===== config.mk =====
export PLATFORM = sky130hd
export DESIGN_NAME = time_keeper
export DESIGN_NICKNAME = d
export VERILOG_FILES = /design/src/rtl/clock_pkg.sv /design/src/rtl/bcd_mod_counter.sv /design/src/rtl/time_keeper.sv
export SDC_FILE = /design/constraint.sdc
export NUM_CORES = 1
export LEC_CHECK = 0
export BUFFER_PORTS_ARGS = -buffer_cell sky130_fd_sc_hd__buf_2
export CORE_MARGIN = 2
export CORE_UTILIZATION = 47
export DETAILED_ROUTE_END_ITERATION = 16
export PLACE_DENSITY_LB_ADDON = 0.15
export SETUP_SLACK_MARGIN = 0.3
export SLEW_MARGIN = 10
export SYNTH_ARGS = -nofsm -noshare
export SYNTH_HDL_FRONTEND = slang
export SYNTH_SLANG_ARGS = --single-unit

===== constraint.sdc =====
create_clock -name clk -period 2.95 [get_ports clk]
set_input_delay 0.4425 -clock clk [delete_from_list [all_inputs] [get_ports clk]]
set_output_delay 0.4425 -clock clk [all_outputs]
set_load 0.01 [all_outputs]

===== src/rtl/clock_pkg.sv =====
// Shared BCD types, field limits and helpers for the time-of-day counter.
package clock_pkg;

    typedef logic [7:0] bcd2_t;

    localparam bcd2_t BCD_MAX_SEC  = 8'h59;
    localparam bcd2_t BCD_MAX_MIN  = 8'h59;
    localparam bcd2_t BCD_MAX_HOUR = 8'h23;

    // True when both nibbles are decimal digits and the value does not exceed max.
    function automatic logic bcd_valid(input bcd2_t value, input bcd2_t max);
        return (value[7:4] <= 4'd9) && (value[3:0] <= 4'd9) && (value <= max);
    endfunction

    function automatic bcd2_t bcd_inc(input bcd2_t value, input bcd2_t max);
        bcd2_t r;
        if (value == max)
            r = 8'h00;
        else if (value[3:0] == 4'd9)
            r = {value[7:4] + 4'd1, 4'd0};
        else
            r = {value[7:4], value[3:0] + 4'd1};
        return r;
    endfunction

endpackage


===== src/rtl/bcd_mod_counter.sv =====
// Two-digit BCD modulo counter with synchronous load; carry flags the wrap to 00.
module bcd_mod_counter
    import clock_pkg::*;
#(
    parameter bcd2_t MAX  = 8'h59,
    parameter bcd2_t INIT = 8'h00
) (
    input  logic  clk,
    input  logic  rst,
    input  logic  inc,
    input  logic  load,
    input  bcd2_t load_val,
    output bcd2_t count,
    output logic  carry
);

    bcd2_t r_count;

    always_ff @(posedge clk or posedge rst) begin
        if (rst)
            r_count <= INIT;
        else if (load)
            r_count <= load_val;
        else if (inc)
            r_count <= bcd_inc(r_count, MAX);
    end

    assign count = r_count;
    assign carry = inc & (r_count == MAX);

endmodule


===== src/rtl/time_keeper.sv =====
// 24-hour BCD time-of-day keeper driven by a 1 Hz square wave, with set-time load and daily alarm.
module time_keeper
    import clock_pkg::*;
#(
    parameter bcd2_t INIT_HOUR = 8'h00,
    parameter bcd2_t INIT_MIN  = 8'h00,
    parameter bcd2_t INIT_SEC  = 8'h00
) (
    input  logic       clk,
    input  logic       rst,
    input  logic       sec_in,
    input  logic       set_valid,
    input  logic [7:0] set_hour,
    input  logic [7:0] set_min,
    input  logic       alarm_en,
    input  logic [7:0] alarm_hour,
    input  logic [7:0] alarm_min,
    output logic [7:0] hour_bcd,
    output logic [7:0] min_bcd,
    output logic [7:0] sec_bcd,
    output logic       tick_out,
    output logic       day_pulse,
    output logic       alarm,
    output logic       set_err
);

    logic  r_s1, r_s2, r_s3;
    logic  r_tick, r_day, r_alarm, r_err;
    logic  w_tick, w_set_ok, w_load, w_adv;
    logic  w_sec_carry, w_min_carry, w_hour_carry, w_alarm_hit;
    bcd2_t w_sec, w_min, w_hour, w_nxt_min, w_nxt_hour;

    // Flops reset high so a sec_in already high at reset release is not seen as an edge.
    always_ff @(posedge clk or posedge rst) begin
        if (rst) begin
            r_s1 <= 1'b1;
            r_s2 <= 1'b1;
            r_s3 <= 1'b1;
        end else begin
            r_s1 <= sec_in;
            r_s2 <= r_s1;
            r_s3 <= r_s2;
        end
    end

    assign w_tick   = r_s2 & ~r_s3;
    assign w_set_ok = bcd_valid(set_hour, BCD_MAX_HOUR) && bcd_valid(set_min, BCD_MAX_MIN);
    assign w_load   = set_valid & w_set_ok;
    assign w_adv    = w_tick & ~set_valid;

    bcd_mod_counter #(.MAX(BCD_MAX_SEC), .INIT(INIT_SEC)) u_sec (
        .clk(clk), .rst(rst), .inc(w_adv), .load(w_load), .load_val(8'h00),
        .count(w_sec), .carry(w_sec_carry)
    );

    bcd_mod_counter #(.MAX(BCD_MAX_MIN), .INIT(INIT_MIN)) u_min (
        .clk(clk), .rst(rst), .inc(w_sec_carry), .load(w_load), .load_val(set_min),
        .count(w_min), .carry(w_min_carry)
    );

    bcd_mod_counter #(.MAX(BCD_MAX_HOUR), .INIT(INIT_HOUR)) u_hour (
        .clk(clk), .rst(rst), .inc(w_min_carry), .load(w_load), .load_val(set_hour),
        .count(w_hour), .carry(w_hour_carry)
    );

    // The alarm can only match on a seconds wrap, so compare against the post-tick minute/hour.
    assign w_nxt_min   = bcd_inc(w_min, BCD_MAX_MIN);
    assign w_nxt_hour  = w_min_carry ? bcd_inc(w_hour, BCD_MAX_HOUR) : w_hour;
    assign w_alarm_hit = alarm_en & w_sec_carry & (w_nxt_min == alarm_min) & (w_nxt_hour == alarm_hour);

    always_ff @(posedge clk or posedge rst) begin
        if (rst) begin
            r_tick  <= 1'b0;
            r_day   <= 1'b0;
            r_alarm <= 1'b0;
            r_err   <= 1'b0;
        end else begin
            r_tick  <= w_adv;
            r_day   <= w_hour_carry;
            r_alarm <= w_alarm_hit;
            r_err   <= set_valid & ~w_set_ok;
        end
    end

    assign hour_bcd  = w_hour;
    assign min_bcd   = w_min;
    assign sec_bcd   = w_sec;
    assign tick_out  = r_tick;
    assign day_pulse = r_day;
    assign alarm     = r_alarm;
    assign set_err   = r_err;

endmodule


==> results.toml <==
[power_and_ir_drop]
leakage_nw = 1.31
powerDensity_nw_per_um2 = 505
peakVddDrop_v = 0.000293
power_frac_clock = 0.241
p_total_mw = 1.37
seqPwrFrac = 0.433
p_comb_frac = 0.326
p_switching_uw = 499
internal_power_uw = 876
swShare = 0.363

[cts]
cts_buffer_depth = 2
cts-root-buf = "clkbuf_8"
h-tree-depth = 2
cts_num_sinks = 31
clk_latency_ps = 290
clkTransAtPathRegs_ps = 70
tritoncts.num_buffers = 5
cts_tree = "built"
holdBufCountCts = 0

[route]
viasPerCell = 5.59
drt_iter0_markers = 127
vias = 2081
wirelength_um = 5850
ant_nets = 0
remaining_drc_errors = 0
detail_route.wl_per_cell_um = 15.7
first_pass_iters = 4

[timing]
skew_ps = 6.81
fin_tns_setup_ps = 0
drv_slew = 0
final-setup-viol-count = 0
period_minus_slack_ps = 2680
final_hold_viol_count = 0
finalCritPeriodShare = 0.907
fmax_ghz = 0.374
slew_headroom = 0.587
grt_setup_unrepaired = "yes"
worstMarginPinSlew_ps = 619

[floorplanning]
rows = 24
io_pins = 65
die_y_um = 71.7
dieArea_um2 = 5140
core_um2 = 4380
initial_core_util = 0.491
dieWidth_um = 71.7

[setup_path]
startpoint_type = "flip-flop"
cp.required_ps = 3140
worstSetupPathType = "reg -> reg"
cp.arrival_ps = 2870
worstPathMaxFanout = 4
crit_path_end_kind = "flip-flop"

[yosys]
synth_cells = 241
synthTopCellsByArea = "dfrtp_1 (33%), ha_1 (7.0%), xnor2_1 (4.9%)"
seq_area_frac_synth = 0.362
synth-seq-cells = 31
synth_edf_count = 0
avgSynthCellArea_um2 = 8.94
ys_async_sr_fraction = 1.00
synth_top_cell_area_share = 0.325
syn_nets = 290
synth_cell_types = 51
ys.flop_type = "dfrtp_1"
yosys.area.top_type = "dfrtp_1"
syn_area_um2 = 2150
yosys_warnings = 0

[finish]
final_util = 0.621
postLayoutCellArea_um2 = 2720
drive_above_1_share = 0.322
fin_nets = 368
ff_latch_area_um2 = 781
antennaDiodeCount = 0
syn_to_final_growth_pct = 26.4
nFillCells = 402
multi_input_area_um2 = 1330

[placed_design]
gp_congestion = 0.864
post_dp_cell_area_um2 = 2610
port_buffers = 64
dp_hpwl_um = 4620

[grt]
gr-total-overflow = 0
grt_max_degree = 18
grt_first_pass_wirelength_um = 9490
grt_usage = 0.241
antenna_found_initial = 0
grt_pass1_vias = 1974

[min_path]
min_path_type = "in -> async"

[run]
cap_violations = 0

[run_status]
outcome = "finished clean"
per-layer routing:
metal / vias up / global-route usage / routed length (µm) / share of wire
li1: 1030 / - / - / -
met1: 964 / 0.336 / 2690 / 0.46
met2: 76 / 0.371 / 2670 / 0.46
met3: 11 / 0.0478 / 393 / 0.067
met4: 0 / 0.0901 / 89 / 0.015
met5: - / 0 / 0 / 0
cells by family (layout without fill, tap and decap cells):
| group | count (synthesis) | after routing | synth area share |
|---|---|---|---|
| AOI/OAI and AO/OA | 58 | 58 | 0.179 |
| xor gates and xnor gates | 18 | 18 | 0.0732 |
| adders and majority gates | 12 | 12 | 0.0697 |
| buffers and inverters | 17 | 96 | 0.0302 |
| DFF | 31 | 31 | 0.362 |
| muxes | 6 | 6 | 0.0290 |
| and+or+nand+nor | 99 | 99 | 0.257 |
critical path, stage by stage (launching register included):
cell and delay [ps]:
dfstp_2 530, or3b_4 420, nor4_4 400, nand3_2 160, xor2_1 210, a22o_1 180
or4_1 540, nor4_2 150
final timing paths:
path                                start                          to  slack [ps]  cells past startpoint
setup / recovery           r_s2$_DFF_PP1_             alarm$_DFF_PP0_         270                      7
hold / removal                        rst  u_min.count[3]$_DFFE_PP0P_         220                      2
setup reg to reg           r_s2$_DFF_PP1_             alarm$_DFF_PP0_         270                      7
hold reg to reg            r_s1$_DFF_PP1_              r_s2$_DFF_PP1_         360                      0
max in group asynchronous             rst              r_s1$_DFF_PP1_        2010                      3
min in group clk                   sec_in              r_s1$_DFF_PP1_         260                      1
cells in the final DEF (no fill, tap or decap), types with 5 or more instances in the layout:
| cell | synthesis | layout |
|---|---|---|
| and3b_1 | 6 | 5 |
| nand2_1 | 24 | 24 |
| xor2_1 | 6 | 6 |
| buf_2 | 1 | 64 |
| clkbuf_8 | 0 | 5 |
| xnor2_1 | 12 | 12 |
| buf_4 | 0 | 13 |
| o21ai_0 | 14 | 14 |
| dfrtp_1 | 28 | 27 |
| nor3_1 | 5 | 5 |
| nor2_1 | 19 | 19 |
| a21oi_1 | 16 | 16 |
| ha_1 | 12 | 11 |
| inv_1 | 10 | 10 |
| nand3_1 | 11 | 10 |
repair_timing:
action | CTS | global route
pin swaps | 2 | 0
setup buffers | 2 | 0
setup endpoints to repair | 1 | 1
gates resized for setup | 3 | 1
power by group through the flow:
stage | Clock [mW] | Combinational (mW) | Sequential, mW
final | 0.332 | 0.448 | 0.595
after global routing | 0.359 | 0.502 | 0.610
after CTS | 0.337 | 0.451 | 0.594
after detailed placement | 0 | 0.444 | 0.603
after global placement | 0 | 0.443 | 0.598
after floorplan | 0 | 0.245 | 0.619
layout make-up:
type,instances,share of cell area
clock buffer,6,0.0266
clock inverter,2,0.00459
inverter,11,0.0152
multi-input combinational,193,0.490
sequential,31,0.287
tap,52,0.0239
timing repair buffer,77,0.153
sequential cells by signal (all words and copies together), names as in the netlist:
register,cells
u_hour.count,8
u_min.count,8
u_sec.count,8
alarm,1
day_pulse,1
r_s1,1
r_s2,1
r_s3,1
set_err,1
tick_out,1
cell usage after synthesis (3+ instances only):
cell type  number
a211oi_1        3
a21oi_1        16
a221o_1         4
and2_1          4
and3b_1         6
clkbuf_1        4
dfrtp_1        28
dfstp_2         3
ha_1           12
inv_1          10
mux2i_1         4
nand2_1        24
nand3_1        11
nand3b_1        4
nor2_1         19
nor2b_1         4
nor3_1          5
o2111ai_1       3
o21ai_0        14
o22ai_1         3
or3_1           4
xnor2_1        12
xor2_1          6
per-stage QoR:
| stage | hold slack (ps) | cells | worst slack [ps] |
|---|---|---|---|
| after floorplan | 345 | 241 | 347 |
| after global placement | 349 | 362 | 282 |
| after detailed placement | 347 | 362 | 209 |
| after CTS | 236 | 372 | 325 |
| after global routing | 244 | 372 | 123 |
| final | 220 | 372 | 274 |
(Power assumes the default switching activity.)
